$ cat src/rtl/mux_rr_arbiter.sv
// rtl/mux_rr_arbiter.sv - round-robin arbiter driving the select of a shared 8:1 bit mux
// Optional high-priority request class enabled by defining MUX_ARB_PRIO_EN.
module mux_rr_arbiter #(
    parameter int HOLD_CYCLES = 4
) (
    input  logic       clk,
    input  logic       rstN,
    input  logic [7:0] req,
`ifdef MUX_ARB_PRIO_EN
    input  logic [7:0] prio,
`endif
    output logic [2:0] addr,
    output logic [7:0] grant,
    output logic       valid
);

    typedef enum logic {
        S_IDLE,
        S_GRANT
    } state_t;

    localparam logic [7:0] HOLD_LAST = 8'(HOLD_CYCLES - 1);

    state_t     r_state;
    logic [2:0] r_addr;
    logic [7:0] r_grant;
    logic       r_valid;
    logic [7:0] r_hold_cnt;
    logic [2:0] r_ptr;

    state_t     w_state;
    logic [2:0] w_addr;
    logic [7:0] w_grant;
    logic       w_valid;
    logic [7:0] w_hold_cnt;
    logic [2:0] w_ptr;
    logic [7:0] w_mask;
    logic       w_found;
    logic [2:0] w_win;
    logic       w_take;

    // Candidate set: high-priority requests if any exist, otherwise every request.
    always_comb begin
        w_mask = req;
`ifdef MUX_ARB_PRIO_EN
        if ((req & prio) != 8'h00) begin
            w_mask = req & prio;
        end
`endif
        w_found = 1'b0;
        w_win   = r_ptr;
        // k=8 wraps back onto the pointer itself so a lone requester can be re-granted.
        for (int k = 1; k <= 8; k++) begin
            if (!w_found && w_mask[3'(r_ptr + 3'(k))]) begin
                w_found = 1'b1;
                w_win   = 3'(r_ptr + 3'(k));
            end
        end
    end

    always_comb begin
        w_state    = r_state;
        w_addr     = r_addr;
        w_grant    = r_grant;
        w_valid    = r_valid;
        w_hold_cnt = r_hold_cnt;
        w_ptr      = r_ptr;
        w_take     = 1'b0;
        case (r_state)
            S_IDLE: begin
                if (w_found) begin
                    w_take = 1'b1;
                end
            end
            S_GRANT: begin
                if (!req[r_addr] || (r_hold_cnt == HOLD_LAST)) begin
                    if (w_found) begin
                        w_take = 1'b1;
                    end else begin
                        w_state = S_IDLE;
                        w_grant = 8'h00;
                        w_valid = 1'b0;
                    end
                end else begin
                    w_hold_cnt = r_hold_cnt + 8'd1;
                end
            end
            default: begin
                w_state = S_IDLE;
                w_grant = 8'h00;
                w_valid = 1'b0;
            end
        endcase
        if (w_take) begin
            w_state    = S_GRANT;
            w_addr     = w_win;
            w_grant    = 8'b1 << w_win;
            w_valid    = 1'b1;
            w_hold_cnt = 8'h00;
            w_ptr      = w_win;
        end
    end

    always_ff @(posedge clk) begin
        if (!rstN) begin
            r_state    <= S_IDLE;
            r_addr     <= 3'd0;
            r_grant    <= 8'h00;
            r_valid    <= 1'b0;
            r_hold_cnt <= 8'h00;
            r_ptr      <= 3'd7;
        end else begin
            r_state    <= w_state;
            r_addr     <= w_addr;
            r_grant    <= w_grant;
            r_valid    <= w_valid;
            r_hold_cnt <= w_hold_cnt;
            r_ptr      <= w_ptr;
        end
    end

    assign addr  = r_addr;
    assign grant = r_grant;
    assign valid = r_valid;

endmodule

$ cat config.mk
export PLATFORM = sky130hd
export DESIGN_NAME = mux_rr_arbiter
export DESIGN_NICKNAME = d
export VERILOG_FILES = /design/src/rtl/mux_rr_arbiter.sv
export SDC_FILE = /design/constraint.sdc
export NUM_CORES = 1
export LEC_CHECK = 0
export CORE_MARGIN = 2
export CORE_UTILIZATION = 50
export CTS_CLUSTER_DIAMETER = 60
export DETAILED_ROUTE_END_ITERATION = 10
export GPL_TIMING_DRIVEN = 1
export PLACE_DENSITY = 0.81
export SETUP_SLACK_MARGIN = 0.5
export SYNTH_ARGS = -nofsm -noshare
export SYNTH_HDL_FRONTEND = slang
export SYNTH_SLANG_ARGS = --single-unit
$ cat constraint.sdc
create_clock -name clk -period 6.8 [get_ports clk]
set_input_delay 1.36 -clock clk [delete_from_list [all_inputs] [get_ports clk]]
set_output_delay 1.36 -clock clk [all_outputs]
set_load 0.01 [all_outputs]
; ---- Word-level counts from Yosys, hierarchy flattened
; Cells that the tools add are included.
[classes]
n_shift = 1
bitwise_logic = 3
eq_ne = 2
add_sub_neg = 8
reduce_logical = 21
n_mux = 48
n_lt_le_gt_ge = 9
[ops]
columns = cell, count
row1 = less-than comparator 3 x 4 -> 1 bit (second input constant), 9
row2 = 2-to-1 mux 8 bit, 4
row3 = binary-select mux 1 bit (select 3 bit), 9
row4 = 2-to-1 mux 1 bit, 26
row5 = 2-to-1 mux 3 bit, 8
row6 = adder 3 bit (second input constant), 4
row7 = adder 8 x 1 -> 8 bit (second input constant), 1
row8 = equality test 8 x 2 -> 1 bit (second input constant), 1
row9 = zero test 1 bit, 8
row10 = left shift 1 x 3 -> 8 bit (first input constant), 1
row11 = logical AND 1 bit, 7
row12 = adder 3 x 2 -> 3 bit (second input constant), 2
row13 = nonzero test 2 bit, 2
row14 = adder 3 x 1 -> 3 bit (second input constant), 1
row15 = inverter 1 bit, 3
row16 = AND reduction 3 bit, 1
row17 = inequality test 2 x 1 -> 1 bit (second input constant), 1
row18 = case mux 1 bit (2 select lines), 1
row19 = AND reduction 2 bit, 1
row20 = OR reduction 2 bit, 1
row21 = logical OR 1 bit, 1
[word_totals]
word_cells = 98
register_bits = 24
inputBits = 10

; ---- Logic depth before layout (Yosys ltp)
; Gate-level depths: netlist (run 1).
[logic_depth]
depth_word = 30
depth_mapped = 12

; ---- Worst setup path before layout (run 1)
; No wires, ideal clock.
[synth_timing]
kind = input to register
startpoint = input port req[2]
endpoint = register r_grant[1], in the netlist grant[1]
arrival_ns = 3.311
required_ns = 6.673
cell_stages = 7
setup_ns = 0.127
setup_slack_ns = 3.361
cell_sequence = mux4_2 -> mux2_2 -> a211o_1 -> nor3_2 -> a2111oi_1 -> mux2i_1 -> o31ai_1
[synth_via]
elab_chain_len = 29
[synth_lines]
columns = element, line_no
row1 = from (decl), 8  ; input logic [7:0] req,
row2 = binary-select mux 1 bit (select 3 bit), 54  ; if (!w_found && w_mask[3'(r_ptr + 3'(k))]) begin
row3 = 2-to-1 mux 1 bit (not written as such), 54
row4 = 2-to-1 mux 1 bit, 54
row5 = zero test 1 bit, 54
row6 = logical AND 1 bit, 54
row7 = 2-to-1 mux 1 bit, 54
row8 = zero test 1 bit, 54
row9 = logical AND 1 bit, 54
row10 = [13 not listed], n/a
row11 = zero test 1 bit, 54
row12 = logical AND 1 bit, 54
row13 = 2-to-1 mux 1 bit, 54
row14 = 2-to-1 mux 1 bit, "71, 77"
row15 = 2-to-1 mux 1 bit, 76  ; if (!req[r_addr] || (r_hold_cnt == HOLD_LAST)) begin
row16 = case mux 1 bit (2 select lines), 69  ; case (r_state)
row17 = inequality test 2 x 1 -> 1 bit (no line) or nonzero test 2 bit (tied branches), n/a
row18 = AND reduction 3 bit (no line), n/a
row19 = to (signal assigned), 115  ; r_grant <= w_grant;
row20 = to (decl), 26  ; logic [7:0] r_grant;
; Parallel ways exist; a longest one is shown, timed or not. The select of a mux whose other input is x is not followed.
; A chain may end at the register's enable or synchronous reset.

; ---- Worst setup path in the final report (run 1)
[layout_timing]
startpoint = register r_ptr[0]
endpoint = register r_hold_cnt[3]
[layout_via]
elab_chain_len = 29
[layout_lines]
columns = element, line_no
row1 = from (decl), 29  ; logic [2:0] r_ptr;
row2 = from (signal assigned), 118  ; r_ptr <= w_ptr;
row3 = adder 3 x 1 -> 3 bit, 54
row4 = binary-select mux 1 bit (select 3 bit), 54
row5 = 2-to-1 mux 1 bit (not written as such), 54
row6 = 2-to-1 mux 1 bit, 54
row7 = zero test 1 bit, 54
row8 = logical AND 1 bit, 54
row9 = 2-to-1 mux 1 bit, 54
row10 = zero test 1 bit, 54
row11 = [13 not listed], n/a
row12 = 2-to-1 mux 1 bit, 54
row13 = zero test 1 bit, 54
row14 = logical AND 1 bit, 54
row15 = 2-to-1 mux 1 bit *, 54
row16 = 2-to-1 mux 1 bit *, "71, 77"
row17 = 2-to-1 mux 1 bit, 76
row18 = case mux 1 bit (2 select lines) *, 69
row19 = OR reduction 2 bit (no line) *, n/a
row20 = to (signal assigned), 117  ; r_hold_cnt <= w_hold_cnt;
row21 = to (decl), 28  ; logic [7:0] r_hold_cnt;
; Every way passes the cells marked *; elsewhere a longest branch is shown, timed or not. The select of a mux whose other input is x is not followed.

==> results.sh, run 1 <==
export IMPL_syn_cell_area_mm2=0.00211
export IMPL_dp_cells=287
export IMPL_h_tree_depth=1
export IMPL_status="complete, no violations"
export IMPL_yosys_warnings=0
export IMPL_ios=22
export IMPL_cts_buffers=3
export IMPL_power_density_mw_per_mm2=532
export IMPL_hold_depth=2
export IMPL_hold_end="grant[0]$_SDFFE_PN0P_"
export IMPL_post_cts_setup_buffers=0
export IMPL_synth_main_ff_cell="dfxtp_1"
export IMPL_fmax_mhz=237
export IMPL_initial_utilization_pct=52.4
export IMPL_grt_pass1_wl_mm=8.32
export IMPL_finalSetupViolCount=0
export IMPL_clk_latency_ns=0.26
export IMPL_drc=0
export IMPL_synthDistinctLibCells=56
export IMPL_synthMostInstantiatedCell="dfxtp_1"
export IMPL_synthDominantCellAreaShare_pct=22.8
export IMPL_die_x_um=69.0
export IMPL_hpwl_mm=3.65
export IMPL_maxCapViolCount=0
export IMPL_clockRootBuffer="clkbuf_8"
export IMPL_synth_top_cells_by_area="dfxtp_1, mux4_2, mux2i_1"
export IMPL_synth_seq_cells=24
export IMPL_r2r_start="r_ptr[0]$_SDFFE_PN1P_"
export IMPL_worst_slew_pin_slew_ns=0.998
export IMPL_diodes=0
export IMPL_gp_congestion=0.911
export IMPL_end_kind="flop"
export IMPL_drtIter0Drc=95
export IMPL_cp_arrival_ns=4.43
export IMPL_die_area_mm2=0.00476
export IMPL_area_delta_synth_final_pct=13.0
export IMPL_utilization_pct=59.2
export IMPL_worstSetupPathType="reg2reg"
export IMPL_crit_required_ns=7.00
export IMPL_pre_cts_slack_ns=2.46
export IMPL_synthArstFlopShare_pct=0
export IMPL_finalCritPeriodShare_pct=62.1
export IMPL_synth_top_area_cell="dfxtp_1"
export IMPL_path_clk_slew_ns=0.08
export IMPL_avgViaCountPerCell=6.51
export IMPL_synth_cells=225
export IMPL_die_y_um=69.0
export IMPL_grt_pass1_vias=1745
export IMPL_ctsHoldBuffers=0
export IMPL_r2r_end="r_hold_cnt[3]$_SDFFE_PP0P_"
export IMPL_timing_final_ws_setup_ns=2.58
export IMPL_slew_violations=0
export IMPL_synth_seq_area_share_pct=22.8
export IMPL_grt_use_total_pct=22.9
export IMPL_post_route_min_period_ns=4.22
export IMPL_synth_edff_count=0
export IMPL_drive_gt1_share_pct=14.9
export IMPL_antenna_found_initial=0
export IMPL_hold_class="reg2reg"
export IMPL_avgSynthCellArea_um2=9.38
export IMPL_wl_mm=4.92
export IMPL_leakage_nw=0.845
export IMPL_ant_nets=0
export IMPL_core_rowCount=23
export IMPL_num_vias=1894
export IMPL_numPortBuffers=21
export IMPL_cts_buffer_depth=2
export IMPL_synth_common_cells="dfxtp_1, nor2_1, mux4_2"
export IMPL_start_kind="flop"
export IMPL_clock_skew_ns=0.00342
export IMPL_n_fill_cell=373
export IMPL_seqCellArea_um2=480
export IMPL_final_nets=255
export IMPL_grt_ovfl_total=0
export IMPL_fin_setup_tns_ns=0
export IMPL_hold_viol=0
export IMPL_crit_fanout=18
export IMPL_grt_max_degree=21
export IMPL_irDropWorstVdd_mv=0.341
export IMPL_first_pass_iters=4
export IMPL_multi_input_area_mm2=0.00154
export IMPL_rsz0062_at_grt="false"
export IMPL_r2r_slack_ns=2.58
export IMPL_max_slew_margin_rel_pct=33.3
export IMPL_final_cells=291
export IMPL_holdCritStartpoint="grant[0]$_SDFFE_PN0P_"
export IMPL_syn_num_nets=238
export IMPL_wl_per_cell_um=16.9
export IMPL_tritoncts="yes"
export IMPL_r2r_cells=9
export IMPL_post_cts_resized=0
export IMPL_cts_sinks=24
export IMPL_placeableCoreArea_mm2=0.00403
==> worst max-delay path: stages, from the launching register on <==
cell and delay [ns]:
dfxtp_1 0.83, inv_1 0.34, ha_1 0.70, mux4_2 0.50, mux2_2 0.36, a211o_1 0.28, nor3_2 0.38, a21o_1 0.43
nand2_2 0.20, nor2_1 0.14
==> worst max-delay path by stage <==
stage,start,to,slack [ns],depth (start not counted)
2_1_floorplan,req[2],grant[1]$_SDFFE_PN0P_,3.36,7
3_3_place_gp,req[2],r_hold_cnt[6]$_SDFFE_PP0P_,2.52,8
3_5_place_dp,req[2],r_hold_cnt[7]$_SDFFE_PP0P_,2.46,8
4_1_cts,r_ptr[0]$_SDFFE_PN1P_,r_hold_cnt[7]$_SDFFE_PP0P_,2.60,9
5_1_grt,r_ptr[0]$_SDFFE_PN1P_,r_hold_cnt[0]$_SDFFE_PP0P_,2.24,9
6_report,r_ptr[0]$_SDFFE_PN1P_,r_hold_cnt[3]$_SDFFE_PP0P_,2.58,9
==> layout by cell type, fill, tap and decap left out, types with 2 or more instances in the layout <==
cell             Yosys  layout
o31ai_1             10      10
nand3_1             14      14
mux2_2               7       7
nand2_1              8       8
nor2_1              19      19
a31oi_1              2       2
a22oi_1              2       2
nor3_1               4       4
o2111ai_1            3       3
xnor2_1              4       4
o21ai_0              4       4
o21bai_1             2       2
nor2b_1             10      10
inv_1                6       6
clkdlybuf4s50_1      0      21
dfxtp_1             24      24
and3_1               3       3
o21ai_1              4       4
ha_1                 3       3
o22ai_1              2       2
mux2i_1              9       9
and2_1               2       2
a211o_1              3       3
a2111oi_1            2       2
a21oi_1             11      11
mux4_2              15      15
nor3b_1              2       2
a221oi_1             4       4
xor2_1               7       7
o211ai_1             2       2
clkbuf_8             0       4
a21o_1               3       3
a2111o_1             2       2
clkinv_1             2       2
==> report_power, final <==
group / switching, mW / total [mW] / internal [mW]
clock: 0.0430 / 0.0946 / 0.0516
sequential: 0.0454 / 0.218 / 0.173
combinational: 0.534 / 0.956 / 0.422
==> metal layers <==
metal | part of all wire [%] | wire length, µm | vias to the layer above | GRT usage, %
met4 | 1.2 | 58 | 0 | 3.19
met1 | 45 | 2190 | 899 | 33.6
met2 | 47 | 2310 | 78 | 35.9
li1 | - | - | 911 | -
met3 | 7.3 | 358 | 6 | 4.22
met5 | 0 | 0 | - | 0
==> flip-flops by register name (all words and copies together), names as in the netlist <==
register    count
r_ptr           3
r_state         1
grant           8
addr            3
r_hold_cnt      8
valid           1
==> per-stage QoR <==
stage | hold WS (ns) | instance area, µm² | power [mW]
after floorplan | 0.479 | 2110 | 0.968
after global placement | 0.463 | 2330 | 1.15
after detailed placement | 0.464 | 2330 | 1.16
after CTS | 0.476 | 2390 | 1.26
after global routing | 0.497 | 2390 | 1.37
final | 0.473 | 2390 | 1.27
==> cell families after synthesis <==
group,share of synthesized area [%]
xor gates and xnor gates,4.56
and+or+nand+nor,18.3
DFF,22.8
muxes,25.1
AOI/OAI and AO/OA,23.3
adders and majority gates,1.78
buffers and inverters,4.27
==> final cells by class <==
| class | count | area share (%) |
|---|---|---|
| timing repair buffer | 22 | 9.12 |
| multi-input combinational | 183 | 64.6 |
| clock buffer | 4 | 2.31 |
| inverter | 8 | 1.26 |
| sequential | 24 | 20.1 |
| tap | 50 | 2.62 |
Note: power is estimated with default switching activity, not from simulation.
==> run 2, diff against run 1 <==
Clock period 6.8 ns to 4.4 ns, I/O delays scaled along.
==> run 2 against run 1 <==
  * Sequential power is 45% higher
  * Via count is 1.2% lower
  * Die area stayed put
  * Count of clock-buffer cells in the layout is 1 lower
  * Sequential share of layout area is 0.074 points lower
  * Global-route usage is 0.41 points lower
  * Total power is 53% higher
  * Routed wire length is 1.2% higher
  * Critical path depth is 1 lower
  * Largest cell class unchanged
  * Highest routed layer unchanged
==> results.sh, run 2 (synthesis gave the netlist of run 1 again) <==
export IMPL_r2r_cells=9
export IMPL_hpwl_mm=3.74
export IMPL_cp_slowest_stage_delay_ns=0.62
export IMPL_finalCritPeriodShare_pct=82.3
export IMPL_die_x_um=69.0
export IMPL_crit_chain="clkdlybuf4s50_1 > mux4_2 > mux2_2 > a211o_1 > nor3_2 > a21o_1 > nand2_2 > nor2_1"
export IMPL_cts_buffer_depth=2
export IMPL_path_clk_slew_ns=0.08
export IMPL_leakage_nw=0.852
export IMPL_post_cts_resized=0
export IMPL_clockRootBuffer="clkbuf_8"
export IMPL_irDropWorstVdd_mv=0.551
export IMPL_worst_slew_pin_slew_ns=0.713
export IMPL_ant_nets=0
export IMPL_power_density_mw_per_mm2=813
export IMPL_total_power_mw=1.95
export IMPL_numPortBuffers=21
export IMPL_critical_path_top_delay_family="multiplexers"
export IMPL_cp_num_buf_inv=1
export IMPL_placeableCoreArea_mm2=0.00403
export IMPL_max_slew_margin_rel_pct=52.4
export IMPL_first_pass_iters=4
export IMPL_seqCellArea_um2=480
export IMPL_core_rowCount=23
export IMPL_wl_mm=4.98
export IMPL_final_common_cell="dfxtp_1"
export IMPL_r2r_slack_ns=0.80
export IMPL_grt_max_degree=20
export IMPL_gp_congestion=0.912
export IMPL_r2r_end="r_hold_cnt[1]$_SDFFE_PP0P_"
export IMPL_ios=22
export IMPL_fmax_mhz=276
export IMPL_antenna_found_initial=0
export IMPL_cp_slowest_cell="mux4_2"
export IMPL_die_y_um=69.0
export IMPL_crit_fanout=13
export IMPL_finalSetupViolCount=0
export IMPL_post_cts_setup_buffers=0
export IMPL_avgViaCountPerCell=6.39
export IMPL_start_kind="primary input"
export IMPL_final_nets=258
export IMPL_wl_per_cell_um=17.0
export IMPL_grt_ovfl_total=0
export IMPL_clock_skew_ns=0.00567
export IMPL_cp_arrival_ns=3.83
export IMPL_drc=0
export IMPL_ctsHoldBuffers=0
export IMPL_multi_input_area_mm2=0.00154
export IMPL_diodes=0
export IMPL_clk_latency_ns=0.26
export IMPL_maxCapViolCount=0
export IMPL_grt_pass1_vias=1648
export IMPL_hold_viol=0
export IMPL_die_area_mm2=0.00476
export IMPL_grt_pass1_wl_mm=8.01
export IMPL_initial_utilization_pct=52.4
export IMPL_utilization_pct=59.4
export IMPL_hold_end="grant[6]$_SDFFE_PN0P_"
export IMPL_hold_class="reg2reg"
export IMPL_tritoncts="yes"
export IMPL_h_tree_depth=1
export IMPL_cts_buffers=3
export IMPL_post_dp_cell_area_mm2=0.00235
export IMPL_worstSetupPathType="in2reg"
export IMPL_holdCritStartpoint="grant[6]$_SDFFE_PN0P_"
export IMPL_n_fill_cell=354
export IMPL_post_route_min_period_ns=3.62
export IMPL_fin_setup_tns_ns=0
export IMPL_grt_use_total_pct=22.5
export IMPL_drive_gt1_share_pct=15.6
export IMPL_area_delta_synth_final_pct=13.5
export IMPL_drtIter0Drc=91
export IMPL_cts_sinks=24
export IMPL_layout_common_cells="dfxtp_1, clkdlybuf4s50_1, nor2_1, mux4_2, nand3_1"
export IMPL_num_vias=1872
export IMPL_post_route_cell_area_mm2=0.00239
export IMPL_crit_required_ns=4.60
export IMPL_hold_depth=2
export IMPL_rsz0062_at_grt="false"
export IMPL_slew_violations=0
export IMPL_status="complete, no violations"
export IMPL_r2r_start="r_ptr[1]$_SDFFE_PN1P_"
export IMPL_end_kind="flop"
[run 2: through the flow]
step                      setup slack [ns]  hold slack, ns  std cells
after CTS                            0.782           0.482        293
after global routing                 0.516           0.496        293
after global placement               0.615           0.462        290
final                                0.779           0.475        293
after detailed placement             0.513           0.469        290
after floorplan                       1.21           0.479        225
[run 2: power by group]
group | total, mW | switching (mW) | internal [mW]
logic | 1.51 | 0.845 | 0.661
registers | 0.316 | 0.0487 | 0.267
clock network | 0.125 | 0.0639 | 0.0612
total | 1.95 | 0.957 | 0.989
[run 2: worst max path at each step]
stage | start | end | slack, ns | cells after the start
5_1_grt | r_ptr[1]$_SDFFE_PN1P_ | grant[1]$_SDFFE_PN0P_ | 0.52 | 9
3_5_place_dp | req[2] | r_hold_cnt[0]$_SDFFE_PP0P_ | 0.51 | 8
4_1_cts | req[2] | r_hold_cnt[5]$_SDFFE_PP0P_ | 0.78 | 8
2_1_floorplan | r_ptr[1]$_SDFFE_PN1P_ | grant[3]$_SDFFE_PN0P_ | 1.21 | 11
6_report | req[2] | r_hold_cnt[1]$_SDFFE_PP0P_ | 0.78 | 8
3_3_place_gp | req[2] | grant[5]$_SDFFE_PN0P_ | 0.61 | 8
[run 2: cell type report]
cell class	instances	area share [%]
Clock buffer	3	1.72
Sequential cell	24	20.1
Timing Repair Buffer	25	10.0
Multi-Input combinational cell	183	64.3
Tap cell	50	2.61
Inverter	8	1.25
[run 2: layer usage]
metal	routed length (µm)	GRT usage, %	up-vias
met5	0	0	-
met4	34	3.92	0
met3	234	4.38	4
met2	2390	37.7	54
met1	2320	30.6	894
li1	-	-	920
[run 2: worst min-delay path, cell delays in order (launching register included)]
cell and delay, ns:
dfxtp_1 0.31, nand3_1 0.06, o31ai_1 0.06
==> run 3, diff against run 2 <==
Settings changed: PLACE_DENSITY 0.81 to 0.84.
Clock period 4.4 ns to 3.1 ns, I/O delays scaled along.
==> run 3 against run 2 <==
  * Largest power group unchanged
  * Worst hold slack improved by 0.0022 ns
  * Non-clock buffer count rose by 58
  * The flow now finishes with violations (setup timing)
  * Critical path depth rose by 3
  * Cell area increased by 29%
  * Cell count increased by 20%
  * Clock power up 47%
  * Register-to-register slack got worse by 0.86 ns
  * Critical endpoint is now grant[2]$_SDFFE_PN0P_
  * Worst setup slack got worse by 0.84 ns
==> results.sh, run 3 (synthesis gave the netlist of run 1 again) <==
export IMPL_crit_fanout=7
export IMPL_rsz0062_at_grt="true"
export IMPL_hold_class="reg2reg"
export IMPL_num_vias=2431
export IMPL_fin_setup_tns_ns=-0.175
export IMPL_dp_cells=332
export IMPL_core_rowCount=23
export IMPL_cts_buffer_depth=2
export IMPL_die_area_mm2=0.00476
export IMPL_first_pass_iters=8
export IMPL_final_nets=316
export IMPL_slew_violations=0
export IMPL_area_delta_synth_final_pct=46.5
export IMPL_crit_required_ns=3.29
export IMPL_cp_arrival_ns=3.35
export IMPL_drc=0
export IMPL_hpwl_mm=4.56
export IMPL_wl_mm=7.86
export IMPL_diodes=0
export IMPL_irDropWorstVdd_mv=0.845
export IMPL_die_x_um=69.0
export IMPL_ctsHoldBuffers=0
export IMPL_power_density_mw_per_mm2=1370
export IMPL_finalSetupViolCount=7
export IMPL_worst_slew_pin_slew_ns=0.570
export IMPL_ios=22
export IMPL_utilization_pct=76.8
export IMPL_pre_cts_slack_ns=-0.391
export IMPL_end_kind="flop"
export IMPL_avgViaCountPerCell=6.93
export IMPL_cts_sinks=24
export IMPL_final_cells=351
export IMPL_hold_viol=0
export IMPL_die_y_um=69.0
export IMPL_post_dp_cell_area_mm2=0.00270
export IMPL_tritoncts="yes"
export IMPL_cts_buffers=3
export IMPL_fmax_mhz=317
export IMPL_whs_ns=0.477
export IMPL_grt_max_degree=20
export IMPL_post_route_cell_area_mm2=0.00309
export IMPL_max_slew_margin_rel_pct=62.0
export IMPL_gp_congestion=0.954
export IMPL_start_kind="flop"
export IMPL_status="finished, violations left"
export IMPL_grt_ovfl_total=0
export IMPL_wl_per_cell_um=22.4
export IMPL_failed_checks="setup timing"
export IMPL_timing_final_ws_setup_ns=-0.0564
export IMPL_placeableCoreArea_mm2=0.00403
export IMPL_leakage_nw=1.21
export IMPL_clk_latency_ns=0.27
export IMPL_finalCritPeriodShare_pct=102
export IMPL_maxCapViolCount=0
export IMPL_final_common_cell="buf_4"
export IMPL_numPortBuffers=21
export IMPL_drtIter0Drc=180
export IMPL_worstSetupPathType="reg2reg"
export IMPL_post_route_min_period_ns=3.16
export IMPL_path_clk_slew_ns=0.09
export IMPL_grt_use_total_pct=30.5
export IMPL_initial_utilization_pct=52.4
export IMPL_clock_skew_ns=0.00809
export IMPL_grt_pass1_wl_mm=10.7
export IMPL_clockRootBuffer="clkbuf_8"
export IMPL_layout_common_cells="buf_4, dfxtp_1, nor2_1, mux4_2, nand3_1"
export IMPL_total_power_mw=4.25
export IMPL_grt_pass1_vias=2129
export IMPL_h_tree_depth=1
export IMPL_antenna_found_initial=0
export IMPL_drive_gt1_share_pct=42.5
export IMPL_ant_nets=0
## run 3: cell types whose count changed in the layout (fill, tap and decap cells not counted), sizes merged
| cell | change |
|---|---|
| dlygate4sd2 | +6 |
| clkdlybuf4s15 | +1 |
| clkbuf | +1 |
| buf | +58 |
| clkdlybuf4s50 | -8 |
| inv | -1 |
| clkinvlp | +1 |
## run 3: critical path, stage by stage (launching register included)
cell and delay, ns:
dfxtp_4 0.38, clkinvlp_4 0.11, ha_4 0.36, mux4_2 0.40
mux2_4 0.32, buf_4 0.17, mux2i_4 0.21, o2111ai_1 0.19
a222oi_1 0.39, buf_4 0.20, o21ai_4 0.11, o31ai_2 0.23
## run 3: layer usage
metal | track usage (%) | wire length, µm | up-vias
met5 | 0 | 0 | -
met4 | 9.56 | 423 | 0
met3 | 6.49 | 687 | 58
met2 | 51.9 | 3790 | 189
met1 | 38.6 | 2970 | 1148
li1 | - | - | 1036
## run 3: timing repair
action	in CTS	in global routing
buffers inserted	12	4
hold endpoints to repair	0	0
pin swaps	13	11
gates cloned	0	0
setup endpoints to repair	24	24
gates resized for setup	34	25
## run 3: worst paths after layout
check	from	end	slack [ns]	cells after the start
setup / recovery	r_ptr[0]$_SDFFE_PN1P_	grant[2]$_SDFFE_PN0P_	-0.06	11
hold / removal	grant[0]$_SDFFE_PN0P_	grant[0]$_SDFFE_PN0P_	0.48	2
setup reg to reg	r_ptr[0]$_SDFFE_PN1P_	grant[2]$_SDFFE_PN0P_	-0.06	11
hold reg to reg	grant[0]$_SDFFE_PN0P_	grant[0]$_SDFFE_PN0P_	0.48	2
## run 3: power breakdown
part           switching [mW]  total [mW]  internal, mW
Clock                  0.0972       0.184        0.0870
Combinational            1.88        3.61          1.73
Sequential             0.0662       0.450         0.384
Total                    2.05        4.25          2.20
## run 3: final cells by class
| type | count | area (µm²) |
|---|---|---|
| Fill cell | 256 | 936 |
| Inverter | 8 | 38.8 |
| Sequential cell | 24 | 485 |
| Tap cell | 50 | 62.6 |
| Timing Repair Buffer | 83 | 697 |
| Multi-Input combinational cell | 183 | 1770 |
| Clock buffer | 3 | 41.3 |
